## src/rtl/rcvr_deser.sv

```systemverilog
// rcvr_deser: oversampling receiver for the frame-synced 16-bit serial link.
// The three link lines are synchronised into clk. Words are assembled MSB
// first on each detected sclk falling edge and are handed to the consumer
// through a show-ahead FIFO with a valid/ready handshake.
module rcvr_deser #(
  parameter int DEPTH = 4
) (
  input  logic        clk,
  input  logic        rst_n,
  input  logic        i_sclk,
  input  logic        i_fs,
  input  logic        i_d,
  output logic [15:0] o_rx_data,
  output logic        o_rx_vld,
  input  logic        i_rx_rdy,
  output logic        o_ovf,
  input  logic        i_ovf_clr,
  output logic [7:0]  o_err_cnt
);

  localparam int AW = $clog2(DEPTH);

  localparam logic ST_IDLE = 1'b0;
  localparam logic ST_DATA = 1'b1;

  // Synchroniser chains. sclk has one extra stage for edge detection.
  logic [2:0] sclk_sync;
  logic [1:0] fs_sync;
  logic [1:0] d_sync;

  logic       sample;
  logic       fs_smp;
  logic       d_smp;

  // Receiver state
  logic        state, state_d;
  logic [3:0]  bit_cnt, bit_cnt_d;
  logic [15:0] shift, shift_d;
  logic        push;
  logic        frm_err;
  logic [15:0] word;

  // FIFO state
  logic [15:0] mem [DEPTH];
  logic [AW-1:0] wr_ptr, rd_ptr;
  logic [AW:0]   count;
  logic          full;
  logic          pop;
  logic          wr_en;
  logic          ovf_set;

  // Two-flop synchronisers on all link lines, plus the sclk history flop.
  // NOTE: sequential state uses non-blocking assignments so every flop samples pre-edge values.
  always_ff @(posedge clk or negedge rst_n) begin
    if (!rst_n) begin
      sclk_sync <= '0;
      fs_sync   <= '0;
      d_sync    <= '0;
    end else begin
      sclk_sync <= {sclk_sync[1:0], i_sclk};
      fs_sync   <= {fs_sync[0], i_fs};
      d_sync    <= {d_sync[0], i_d};
    end
  end

  assign sample = sclk_sync[2] & ~sclk_sync[1];
  assign fs_smp = fs_sync[1];
  assign d_smp  = d_sync[1];
  assign word   = {shift[14:0], d_smp};

  // Framing state machine: next state, bit counter, shifter, push and error strobes.
  // NOTE: every always_comb output gets a default first, otherwise a latch is inferred.
  always_comb begin
    state_d   = state;
    bit_cnt_d = bit_cnt;
    shift_d   = shift;
    push      = 1'b0;
    frm_err   = 1'b0;
    if (sample) begin
      case (state)
        ST_IDLE: begin
          if (fs_smp) begin
            state_d   = ST_DATA;
            bit_cnt_d = 4'd0;
          end
        end
        default: begin
          shift_d = word;
          if (bit_cnt == 4'd15) begin
            // Last bit: fs here overlaps the next word's sync slot.
            push      = 1'b1;
            bit_cnt_d = 4'd0;
            state_d   = fs_smp ? ST_DATA : ST_IDLE;
          end else if (fs_smp) begin
            // Early fs: drop the partial word and resynchronise on this slot.
            frm_err   = 1'b1;
            bit_cnt_d = 4'd0;
          end else begin
            bit_cnt_d = bit_cnt + 4'd1;
          end
        end
      endcase
    end
  end

  // Receiver state registers.
  always_ff @(posedge clk or negedge rst_n) begin
    if (!rst_n) begin
      state   <= ST_IDLE;
      bit_cnt <= 4'd0;
      shift   <= 16'd0;
    end else begin
      state   <= state_d;
      bit_cnt <= bit_cnt_d;
      shift   <= shift_d;
    end
  end

  assign o_rx_vld  = (count != '0);
  assign full      = (count == (AW+1)'(DEPTH));
  assign pop       = o_rx_vld & i_rx_rdy;
  // A pop on the same edge frees a slot, so a push into a full FIFO still lands.
  assign wr_en     = push & (~full | pop);
  assign ovf_set   = push & full & ~pop;
  assign o_rx_data = mem[rd_ptr];

  // FIFO storage, pointers and occupancy.
  // NOTE: the storage is reset here only because the head word must read 0 after reset; it is a few flops.
  always_ff @(posedge clk or negedge rst_n) begin
    if (!rst_n) begin
      for (int i = 0; i < DEPTH; i++) mem[i] <= 16'd0;
      wr_ptr <= '0;
      rd_ptr <= '0;
      count  <= '0;
    end else begin
      if (wr_en) begin
        mem[wr_ptr] <= word;
        wr_ptr      <= wr_ptr + 1'b1;
      end
      if (pop) rd_ptr <= rd_ptr + 1'b1;
      case ({wr_en, pop})
        2'b10:   count <= count + 1'b1;
        2'b01:   count <= count - 1'b1;
        default: count <= count;
      endcase
    end
  end

  // Sticky overflow flag (set beats clear) and saturating framing error count.
  always_ff @(posedge clk or negedge rst_n) begin
    if (!rst_n) begin
      o_ovf     <= 1'b0;
      o_err_cnt <= 8'd0;
    end else begin
      if (ovf_set)        o_ovf <= 1'b1;
      else if (i_ovf_clr) o_ovf <= 1'b0;
      if (frm_err && (o_err_cnt != 8'hFF)) o_err_cnt <= o_err_cnt + 8'd1;
    end
  end

endmodule

```

## config.mk

```make
export PLATFORM = sky130hd
export DESIGN_NAME = rcvr_deser
export DESIGN_NICKNAME = d
export VERILOG_FILES = /design/src/rtl/rcvr_deser.sv
export SDC_FILE = /design/constraint.sdc
export NUM_CORES = 1
export LEC_CHECK = 0
export CAP_MARGIN = 15
export CORE_ASPECT_RATIO = 0.9
export CORE_MARGIN = 4
export CORE_UTILIZATION = 60
export DETAILED_ROUTE_END_ITERATION = 6
export GPL_TIMING_DRIVEN = 0
export PLACE_DENSITY = 0.81
export SLEW_MARGIN = 20
export SYNTH_ARGS = -nofsm -noshare
export SYNTH_HDL_FRONTEND = slang
export SYNTH_SLANG_ARGS = --single-unit
```

## constraint.sdc

```tcl
create_clock -name clk -period 3.9 [get_ports clk]
set_clock_uncertainty 0.2 [all_clocks]
set_input_delay 0.975 -clock clk [delete_from_list [all_inputs] [get_ports clk]]
set_output_delay 0.975 -clock clk [all_outputs]
set_load 0.1 [all_outputs]
```

# Word level (Yosys, flattened, before mapping)
# Index checks and enable logic that the tools add are counted.
dict set report word_totals {
  ramBits 0
  mem_bits_ro 0
  regBits 107
  memories 0
  latchBits 0
}
dict set report op_classes {
  n_shift 0
  n_mux 22
  n_addsub 6
  div_mod_pow 0
  magnitude_cmp 3
  n_mul 0
  bitwise_logic 11
  reduce_logical 8
  eq_ne 5
}
# op count
set ops {}
lappend ops {{64-bit bitwise mux} 1}
lappend ops {{16-bit two-way mux} 3}
lappend ops {{16-bit binary-select mux with 2-bit select} 1}
lappend ops {{16-bit demux with 2-bit select} 1}
lappend ops {{4-bit two-way mux} 4}
lappend ops {{1-bit two-way mux} 11}
lappend ops {{8-bit by 1-bit adder with 8-bit output (second input constant)} 1}
lappend ops {{8-bit inequality test (second input constant)} 1}
lappend ops {{3-bit >= comparator (second input constant)} 2}
lappend ops {{2-bit inverter with 3-bit output} 2}
lappend ops {{3-bit one-hot mux with 2 select lines} 1}
lappend ops {{2-bit nonzero test} 3}
lappend ops {{1-bit AND} 5}
lappend ops {{2-bit by 1-bit adder with 2-bit output (second input constant)} 2}
lappend ops {{4-bit by 1-bit adder with 4-bit output (second input constant)} 1}
lappend ops {{4-bit == test (second input constant)} 1}
lappend ops {{2-bit AND reduction} 2}
lappend ops {{3-bit by 1-bit adder with 3-bit output (second input constant)} 1}
lappend ops {{3-bit == test (second input constant)} 1}
lappend ops {{3-bit by 1-bit less-than comparator with 1-bit output (second input constant)} 1}
lappend ops {{1-bit inverter} 3}
lappend ops {{3-bit nonzero test} 1}
lappend ops {{3-bit by 1-bit subtractor with 3-bit output (second input constant)} 1}
lappend ops {{2-bit by 1-bit == test with 1-bit output (second input constant)} 1}
lappend ops {{other kinds (3)} 4}

# Depth between registers and ports, before layout
dict set report logic_depth {
  ltp_word 7
  ltp_mapped 8
}

# Worst setup path before layout
# No wires, ideal clock.
dict set report synth_timing {
  kind {register -> output}
  start {register rd_ptr[0]}
  end {output port o_rx_data[10]}
  arrival_time_ns 1.670
  slack_ns 1.055
  required_time_ns 2.725
  n_path_buf 2
  path_stages_with_launch 4
  cell_sequence {dfrtp_1 > buf_2 > buf_2 > mux4_2}
}
dict set report synth_between {
  elab_chain_len 4
}
# item line_no
set synth_lines {}
lappend synth_lines {{start, declared} 45} ;# logic [AW-1:0] wr_ptr, rd_ptr;
lappend synth_lines {{start signal, assigned} 140} ;# if (pop) rd_ptr <= rd_ptr + 1'b1;
lappend synth_lines {{2-bit inverter with 3-bit output (implied by the code)} 125} ;# assign o_rx_data = mem[rd_ptr];
lappend synth_lines {{16-bit binary-select mux with 2-bit select} 125}
lappend synth_lines {{16-bit two-way mux (implied by the code) (2 in series)} 125}
lappend synth_lines {{end, declared} 13} ;# output logic [15:0] o_rx_data,
# No other way between the ends. The select of a mux whose other input is x is not followed.

# Worst setup path after layout
dict set report layout_timing {
  start {register rd_ptr[0]}
  end {output port o_rx_data[3]}
}
# Same word-level chain as after synthesis.

==> run metrics <==
Tightest Pin Transition=a little under 1000 ps; Max-Cap Viols=0; Avg Cell Area, Syn=about 14 um2; Storage cell area=roughly 2700 um2; r2r setup slk=about 1400 ps; critical path required time=2720 ps; post-synthesis sequential area ratio=56.8%; worst path bufs/invs=2; Design Power=~0.0026 W; period utilization=between 90% and 100%; worst hold margin=approximately 160 ps; CP Depth=3; fmax=approximately 0.27 GHz; number of synthesized register bits=between 100 and 150; vias in the first global route=2963; Hold Path Stages=0; area of the multi-input gates=between 1500 and 2000 um2; critical path's top delay family=buffers and inverters; Period minus WS final=approximately 3700 ps; Inst Count DP=approximately 470; largest net degree at the start of global routing=between 70 and 80; crit start category=register; CP Class=register to output pin; number of core rows=30; Comb pwr share=about 25%; clock tree sinks=approximately 110; Worst Hold Endpoint=sclk_sync[1]; setup repair after global routing missed its margin=no; CP peak stage delay=roughly 980 ps; ANT nets after route=0; Area growth, synth to finish=14.1%; Pleak=2.61 nW; Max VDD drop=slightly above 0.7 mV; DR WL/cell=between 15 and 20 um; crit path cell chain=buf_2 > mux4_2 > clkdlybuf4s50_1; critical path capture point type=output pin; HP Start=sclk_sync[0]; PD cells=slightly below 500 nW/um2; Initial Util=between 60 and 70%; status=finished, final reports clean; via count=between 2000 and 3000; antenna cells=0; clk root buf=clkbuf_8; core outline area=between 7000 and 8000 um2; most frequent cells in the layout=dfrtp_1, mux2_2, nand2_1; clock power share=between 20% and 30%; Psw=around 0.00094 W; final weighted congestion in routability-driven placement=approximately 0.77; worst-skew pair later-pin latency=~370 ps; Slew headroom=between 30% and 40%; # port buffers=32; fillcell total=roughly 530; Via density=about 5.8; Slew Viols, Final=0; Crit-path slowest cell=clkdlybuf4s50_1; CP max FO=9; Non-Filler Instances=~500; Post-Syn Area=between 4000 and 5000 um2; P_int=between 0.0015 and 0.002 W; share of cells above drive strength 1=about a third; CTS tree=yes; worst hold-check path type=register to register; reg2reg start=bit_cnt[0]; setup TNS=0 ps; first-pass GRT wire length=14600 um; EDFF count, synth=0; switch share=a little over a third; die area=slightly above 9000 um2; DRT iter0 DRCs=slightly above 100; asr flop ratio synth=100%; nets=about 400; Flop pwr share=around 50%; Setup-failing EPs final=0; Mapped Cells=roughly 340; die height=between 90 and 100 um; num ports=33; most common cell after layout, fill and taps aside=dfrtp_1; die width=101 um; total CTS buffers=9; reg-to-reg critical path endpoint=count[1]; Ys Warns=0; DRC=0; H-Tree Depth=3; syn nets=roughly 360; antenna violations before repair=0; most common flop cell mapped by yosys=dfrtp_1; TritonRoute pass-1 iters=4; Post-Route WL=~8400 um; post-DP HPWL=around 5500 um; Unique masters post-synth=43; Final Hold Viols=0; global route total overflow=0; post-CTS setup buffers=0; R2R depth=7; Clk pin slew, worst setup/hold paths=around 100 ps; GRT Util Overall=approximately a fifth; Max Buffers Root-to-Sink=2; WP data arrival=between 2000 and 3000 ps
## cell type report
class | instances | area share (%)
tap | 96 | 2.24
inverter | 7 | 0.489
clock buffer | 9 | 2.31
timing repair buffer | 33 | 6.71
multi-input combinational | 216 | 35.7
clock inverter | 7 | 1.07
buffer | 14 | 1.63
sequential | 107 | 49.8
## metrics by stage
| stage | instance area, um2 | setup slack (ps) | utilization, % |
|---|---|---|---|
| after detailed placement | 5180 | -80.9 | 68.3 |
| after floorplan | 4710 | 1050 | - |
| after global placement | 5150 | -2290 | 67.9 |
| after CTS | 5370 | 76.0 | 70.9 |
| final | 5370 | 180 | 70.9 |
| after global routing | 5370 | 60.2 | 70.9 |
## kinds of logic after synthesis
logic type,synth area share [%]
AND/OR/NAND/NOR,9.64
XOR/XNOR,2.05
multiplexers,23.5
AO/OA/AOI/OAI,3.56
buffers and inverters,2.39
flip-flops,56.8
adder cells (fa/ha/maj),2.02
## Yosys cell counts (all sizes together) (2+ instances only)
library cell / number / area [um2]
nor4b: 2 / 23.8
inv: 7 / 26.3
o21ai: 10 / 50.1
nand4: 3 / 18.8
nand3b: 2 / 27.5
nor3: 3 / 26.3
ha: 6 / 75.1
mux2: 65 / 747
a21oi: 6 / 30.0
a211oi: 2 / 15.0
dfrtp: 107 / 2680
and3: 3 / 18.8
clkbuf: 7 / 26.3
nor4: 2 / 12.5
nand2: 62 / 243
mux4: 16 / 360
xnor2: 7 / 61.3
buf: 7 / 60.1
xor2: 4 / 35.0
nor2: 2 / 7.51
nand3: 5 / 25.0
## repair_timing
action | in CTS | in global routing
setup endpoints to repair | 9 | 9
hold buffers | 0 | 0
gates resized for setup | 27 | 2
## power by group through the flow
stage / logic (W) / registers [W] / clock network (W)
4_1_cts: 0.000662 / 0.00132 / 0.000654
5_1_grt: 0.000708 / 0.00134 / 0.000693
2_1_floorplan: 0.000347 / 0.00146 / 0
3_3_place_gp: 0.000645 / 0.00133 / 0
6_report: 0.000656 / 0.00132 / 0.000634
3_5_place_dp: 0.000660 / 0.00134 / 0
## how the worst max path moves through the flow
stage	slack [ps]	to	from
global placement	-2290	mem[26]	rst_n
CTS	80	o_rx_data[11]	rd_ptr[1]
finish	180	o_rx_data[3]	rd_ptr[0]
detailed placement	-80	o_rx_data[12]	rd_ptr[1]
floorplan	1050	o_rx_data[10]	rd_ptr[0]
global route	60	o_rx_data[3]	rd_ptr[0]
## state kept, by name, summed over array words and instances, names as in the netlist
signal / cells
state: 1
shift: 15
wr_ptr: 2
fs_sync: 2
rd_ptr: 2
mem: 64
o_ovf: 1
o_err_cnt: 8
sclk_sync: 3
bit_cnt: 4
d_sync: 2
count: 3
## metal layers
layer | track usage (%) | part of all wire (%) | vias up
li1 | - | - | 1308
met1 | 29.5 | 46 | 1460
met3 | 4.94 | 3.3 | 10
met2 | 30.6 | 49 | 38
met4 | 5.65 | 0.97 | 0
met5 | 0 | 0 | -
Power figures use the tool's default switching activity.
